`src/rtl/ccff_loader_pkg.sv`:
```
// ccff_loader_pkg
// Shared definitions for the configuration-chain stream loader:
//   ccff_state_e  - loader FSM state encoding
//   CRC8_POLY     - CRC-8 generator polynomial (x^8 + x^2 + x + 1)
//   crc8_step     - advance a CRC-8 by one serial bit, MSB-first
// The CHECK state is only part of the encoding when CCFF_READBACK_CHECK_EN
// is defined.
package ccff_loader_pkg;

  typedef enum logic [2:0] {
    ST_IDLE  = 3'd0,
    ST_FETCH = 3'd1,
    ST_SHIFT = 3'd2,
`ifdef CCFF_READBACK_CHECK_EN
    ST_CHECK = 3'd3,
`endif
    ST_DONE  = 3'd4
  } ccff_state_e;

  localparam logic [7:0] CRC8_POLY = 8'h07;

  function automatic logic [7:0] crc8_step(input logic [7:0] crc, input logic din);
    logic fb;
    fb = crc[7] ^ din;
    return {crc[6:0], 1'b0} ^ (fb ? CRC8_POLY : 8'h00);
  endfunction

endpackage

```
`src/rtl/ccff_crc8_serial.sv`:
```
// ccff_crc8_serial
// Serial CRC-8 accumulator (poly 0x07, init 0x00, MSB-first).
// Ports:
//   i_clk   - clock
//   i_rst_n - asynchronous active-low reset
//   i_bit   - serial data bit
//   i_en    - fold i_bit into the CRC this cycle
//   i_clr   - synchronous clear to 0x00 (wins over i_en)
//   o_crc   - current CRC value
module ccff_crc8_serial
  import ccff_loader_pkg::*;
(
  input  logic       i_clk,
  input  logic       i_rst_n,
  input  logic       i_bit,
  input  logic       i_en,
  input  logic       i_clr,
  output logic [7:0] o_crc
);

  logic [7:0] r_crc;

  always_ff @(posedge i_clk or negedge i_rst_n) begin
    if (!i_rst_n)   r_crc <= 8'h00;
    else if (i_clr) r_crc <= 8'h00;
    else if (i_en)  r_crc <= crc8_step(r_crc, i_bit);
  end

  assign o_crc = r_crc;

endmodule

```
`src/rtl/ccff_stream_loader.sv`:
```
// ccff_stream_loader
// Loads a CHAIN_LEN-bit configuration chain from a stream of WORD_W-bit host
// words, MSB first. Optional readback check (macro CCFF_READBACK_CHECK_EN):
// after loading, the chain is recirculated once (head <= tail) while both the
// driven bits and the returned bits are CRC-8 summed; crc_ok reports a match.
// Ports:
//   prog_clk  - programming clock
//   pReset_n  - asynchronous active-low reset
//   start     - begin a load (honoured only in IDLE)
//   cfg_data  - configuration word, cfg_valid / cfg_ready handshake
//   ccff_head - serial bit into the chain head
//   shift_en  - chain advances on the next prog_clk edge
//   ccff_tail - serial bit returning from the chain tail
//   busy      - load in progress (FETCH/SHIFT/CHECK)
//   done      - one-cycle completion pulse
//   crc_ok    - readback result (only with CCFF_READBACK_CHECK_EN)
module ccff_stream_loader
  import ccff_loader_pkg::*;
#(
  parameter int WORD_W    = 8,
  parameter int CHAIN_LEN = 64
) (
  input  logic              prog_clk,
  input  logic              pReset_n,
  input  logic              start,
  input  logic [WORD_W-1:0] cfg_data,
  input  logic              cfg_valid,
  output logic              cfg_ready,
  output logic              ccff_head,
  output logic              shift_en,
  input  logic              ccff_tail,
  output logic              busy,
  output logic              done
`ifdef CCFF_READBACK_CHECK_EN
  ,
  output logic              crc_ok
`endif
);

  // One counter width wide enough for both the chain length and a word.
  localparam int CW = $clog2(CHAIN_LEN + WORD_W + 1);
  localparam logic [CW-1:0] C_WORD  = CW'(WORD_W);
  localparam logic [CW-1:0] C_CHAIN = CW'(CHAIN_LEN);
  localparam logic [CW-1:0] C_ONE   = CW'(1);

  ccff_state_e       r_state;
  logic [CW-1:0]     r_rem;    // bits left in the chain (reused as CHECK cycle count)
  logic [CW-1:0]     r_bits;   // bits left in the current word
  logic [WORD_W-1:0] r_sreg;
  logic              w_start;

  assign w_start = (r_state == ST_IDLE) && start;

  always_ff @(posedge prog_clk or negedge pReset_n) begin
    if (!pReset_n) begin
      r_state <= ST_IDLE;
      r_rem   <= '0;
      r_bits  <= '0;
      r_sreg  <= '0;
    end else begin
      case (r_state)
        ST_IDLE: begin
          if (start) begin
            r_state <= ST_FETCH;
            r_rem   <= C_CHAIN;
          end
        end
        ST_FETCH: begin
          if (cfg_valid) begin
            r_sreg  <= cfg_data;
            // A short final word keeps only its upper bits; the rest never shift out.
            r_bits  <= (r_rem >= C_WORD) ? C_WORD : r_rem;
            r_state <= ST_SHIFT;
          end
        end
        ST_SHIFT: begin
          r_sreg <= r_sreg << 1;
          r_bits <= r_bits - C_ONE;
          r_rem  <= r_rem - C_ONE;
          if (r_bits == C_ONE) begin
            if (r_rem == C_ONE) begin
`ifdef CCFF_READBACK_CHECK_EN
              r_state <= ST_CHECK;
              r_rem   <= C_CHAIN;
`else
              r_state <= ST_DONE;
`endif
            end else begin
              r_state <= ST_FETCH;
            end
          end
        end
`ifdef CCFF_READBACK_CHECK_EN
        ST_CHECK: begin
          r_rem <= r_rem - C_ONE;
          if (r_rem == C_ONE) r_state <= ST_DONE;
        end
`endif
        ST_DONE: r_state <= ST_IDLE;
        default: r_state <= ST_IDLE;
      endcase
    end
  end

  assign cfg_ready = (r_state == ST_FETCH);
  assign done      = (r_state == ST_DONE);

`ifdef CCFF_READBACK_CHECK_EN
  logic [7:0] w_crc_tx, w_crc_rx;
  logic       r_crc_ok;

  ccff_crc8_serial u_crc_tx (
    .i_clk   (prog_clk),
    .i_rst_n (pReset_n),
    .i_bit   (r_sreg[WORD_W-1]),
    .i_en    (r_state == ST_SHIFT),
    .i_clr   (w_start),
    .o_crc   (w_crc_tx)
  );

  ccff_crc8_serial u_crc_rx (
    .i_clk   (prog_clk),
    .i_rst_n (pReset_n),
    .i_bit   (ccff_tail),
    .i_en    (r_state == ST_CHECK),
    .i_clr   (w_start),
    .o_crc   (w_crc_rx)
  );

  // The last tail bit is folded in on the same edge that enters DONE, so the
  // compare uses the readback CRC advanced by that bit.
  always_ff @(posedge prog_clk or negedge pReset_n) begin
    if (!pReset_n)
      r_crc_ok <= 1'b0;
    else if (w_start)
      r_crc_ok <= 1'b0;
    else if ((r_state == ST_CHECK) && (r_rem == C_ONE))
      r_crc_ok <= (w_crc_tx == crc8_step(w_crc_rx, ccff_tail));
  end

  assign crc_ok    = r_crc_ok;
  assign shift_en  = (r_state == ST_SHIFT) || (r_state == ST_CHECK);
  assign busy      = (r_state == ST_FETCH) || (r_state == ST_SHIFT) || (r_state == ST_CHECK);
  assign ccff_head = (r_state == ST_SHIFT) ? r_sreg[WORD_W-1] :
                     (r_state == ST_CHECK) ? ccff_tail : 1'b0;
`else
  logic w_unused_tail;
  assign w_unused_tail = ccff_tail;
  assign shift_en  = (r_state == ST_SHIFT);
  assign busy      = (r_state == ST_FETCH) || (r_state == ST_SHIFT);
  assign ccff_head = (r_state == ST_SHIFT) ? r_sreg[WORD_W-1] : 1'b0;
`endif

endmodule
```
`config.mk`:
```
export PLATFORM = sky130hd
export DESIGN_NAME = ccff_stream_loader
export DESIGN_NICKNAME = d
export VERILOG_FILES = /design/src/rtl/ccff_loader_pkg.sv /design/src/rtl/ccff_crc8_serial.sv /design/src/rtl/ccff_stream_loader.sv
export SDC_FILE = /design/constraint.sdc
export NUM_CORES = 1
export LEC_CHECK = 0
export ABC_AREA = 1
export BUFFER_PORTS_ARGS = -buffer_cell sky130_fd_sc_hd__buf_2
export CAP_MARGIN = 20
export CORE_MARGIN = 8
export CORE_UTILIZATION = 30
export CTS_CLUSTER_SIZE = 12
export DETAILED_ROUTE_END_ITERATION = 8
export PLACE_DENSITY = 0.51
export SYNTH_ARGS = -nofsm -noshare
export SYNTH_HDL_FRONTEND = slang
export SYNTH_SLANG_ARGS = --single-unit
```
`constraint.sdc`:
```
create_clock -name prog_clk -period 1.3 [get_ports prog_clk]
set_input_delay 0.26 -clock prog_clk [delete_from_list [all_inputs] [get_ports prog_clk]]
set_output_delay 0.26 -clock prog_clk [all_outputs]
set_load 0.02 [all_outputs]
```
==> flow_summary.toml <==
[timing]
setup_ws_ns = -0.131
fmax_mhz = 699
finalSetupViolCount = 17
timing.final.crit_share_pct = 110
fin_crit_ns = 1.43
finalClockSkew_ns = 0.00333
hold_violations = 0
whs_ns = 0.198
report.final.slew_viol_count = 0
rsz0062_at_grt = "yes"
worst_slew_pin_slew_ns = 0.340
slew-limit-headroom_pct = 77.4

[die]
initial_core_util_pct = 31.3
die_x_microns = 86.4
dieArea_sq_um = 7470
core_sq_um = 4750
rows = 25
pin_count = 18
die_h_microns = 86.4

[grt]
grt_util_all_layers_pct = 8.70
gr-total-overflow = 0
antenna_found_initial = 0
grt_max_degree = 18
grt_first_pass_wirelength_microns = 5240
grt_pass1_vias = 1164

[worst_hold_path]
hold_start = "cfg_data[0]"
hold_class = "primary input to register"
whs_endpoint = "r_sreg[0]"
whs_path_depth = 3

[critical_path]
r2r_slack_ns = -0.07
end_kind = "output port"
ff2ff_path_depth = 9
start_kind = "register"
r2r_end = "r_bits[2]"
cp_max_fo = 6
worstReg2RegStart = "r_state[1]"
required_ns = 1.04
crit_start = "r_state[2]"
crit_arrival_ns = 1.17
worstSetupPathType = "register to output port"

[clocking]
cts_tree = "yes"
clk_latency_ns = 0.27
cts_buffers = 3
ctsLongestPathBuffers = 2
clock_sinks = 25
clk_pin_slew_ns = 0.09
cts_htree_levels = 1
clockRootBuffer = "clkbuf_8"

[drt]
avgRoutedWirePerCell_microns = 10.6
drtAntennaViolNets = 0
dr_total_vias = 1265
drt_iter0_markers = 40
firstDrtPassIters = 4
totalWireLength_microns = 3140
drc_errors = 0
via_per_inst = 4.27

[yosys]
ys.flop_type = "dfrtp_1"
syn_area_sq_um = 1490
synth-seq-cells = 25
ys_types = 27
syn_avg_cell_area_sq_um = 7.71
synth_cells = 193
synth_edf_count = 0
syn_nets = 210
ys_seq_area_share_pct = 42.1
yosysWarnings = 0
async_flop_share_pct = 100

[outcome]
status = "finished, violations left"
violations = "setup timing"

[power]
p_sw_share_pct = 21.6
switchingPower_uw = 280
p_comb_share_pct = 3.4
peakVddDrop_mv = 0.398
power_leakage_nw = 0.956
p_int_mw = 1.02
power_mw = 1.30
seqPwrFrac_pct = 59.9
power_density_nw_per_um2 = 676
clock_power_share_pct = 36.7

[cells_and_area]
finalInstanceArea_sq_um = 1920
diodes = 0
area_growth_pct = 28.9
drive_gt1_share_pct = 31.0
mostFrequentLayoutCell = "nand2_1"
final_cell_mix = "52 x nand2_1, 28 x inv_1, 24 x dfrtp_1, 16 x buf_4, 12 x nor2_1"
nNetsFinal = 247
final_cells = 296

[place]
dp_slack_ns = -0.0343
hpwl_microns = 2300
gp_congestion = 0.732
io_buffers = 16
placed_cells = 282
place_area_sq_um = 1700

[job]
maxCapViolCount = 0
[Yosys cell counts, types with 3 or more instances]
library cell / instances / area share [%]
nand2_1: 56 / 14
inv_1: 28 / 7.1
dfrtp_1: 25 / 42
nor2_1: 16 / 4.0
nand3_1: 13 / 4.4
o21ai_0: 11 / 3.7
o21ai_2: 8 / 4.7
ha_1: 4 / 3.4
nand4_1: 4 / 1.7
o21ai_1: 4 / 1.3
inv_2: 3 / 0.76
[through the flow]
stage,TNS (ns),utilization [%]
after floorplan,0,-
after CTS,-1.16,38.3
final,-0.898,40.3
after detailed placement,-0.0778,35.7
after global placement,-0.0424,35.7
after global routing,-2.90,40.3
[state kept, by name (all words and copies together), names as in the netlist]
| name | cells |
|---|---|
| r_bits | 7 |
| r_rem | 7 |
| r_sreg | 8 |
| r_state | 3 |
[metal layers]
layer	up-vias	routed length [microns]	GRT usage (%)	part of all wire [%]
met4	0	46	3.29	1.5
li1	681	-	-	-
met5	-	0	0	0
met2	17	1400	13.5	45
met1	562	1570	11.3	50
met3	5	122	2.17	3.9
[what timing repair did]
item	CTS	global route
gates cloned	0	1
setup buffers	4	5
resized for setup	13	20
hold buffers	1	0
pin swaps	1	5
endpoints found under the hold margin	12	0
endpoints found under the setup margin	10	28
[critical path, cell delays in order (launching register included)]
cell and delay, ns:
dfrtp_1 0.40, inv_2 0.09, nand3_4 0.12, buf_6 0.15, clkinv_4 0.04, buf_6 0.10
[power groups by stage]
stage	combinational, mW	clock (mW)	sequential (mW)
after floorplan	0.00133	0	0.793
after global placement	0.0428	0	0.792
after detailed placement	0.0425	0	0.792
after CTS	0.0450	0.489	0.777
after global routing	0.0497	0.527	0.777
final	0.0441	0.475	0.777
[logic make-up (layout without fill, tap and decap cells)]
| family | count (synthesis) | count (layout) | synth area share [%] |
|---|---|---|---|
| buf+inv | 35 | 70 | 10.9 |
| flops | 25 | 25 | 42.1 |
| compound gates | 26 | 26 | 10.8 |
| fa+ha+maj | 4 | 4 | 3.36 |
| simple gates | 102 | 103 | 32.2 |
| xor+xnor | 1 | 1 | 0.589 |
[cell type report]
type | count | area, sq um
multi-input cells | 134 | 768
well taps | 67 | 83.8
inverters | 31 | 121
clock buffers | 4 | 45.0
repair buffers | 35 | 273
fillers | 506 | 2840
flip-flops and latches | 25 | 627
[how the worst max path moves through the flow]
stage,endpoint
after floorplan,ccff_head
after global placement,r_rem[5]
after detailed placement,r_rem[5]
after CTS,ccff_head
after global routing,shift_en
final,shift_en
Note: power is estimated with default switching activity, not from simulation.
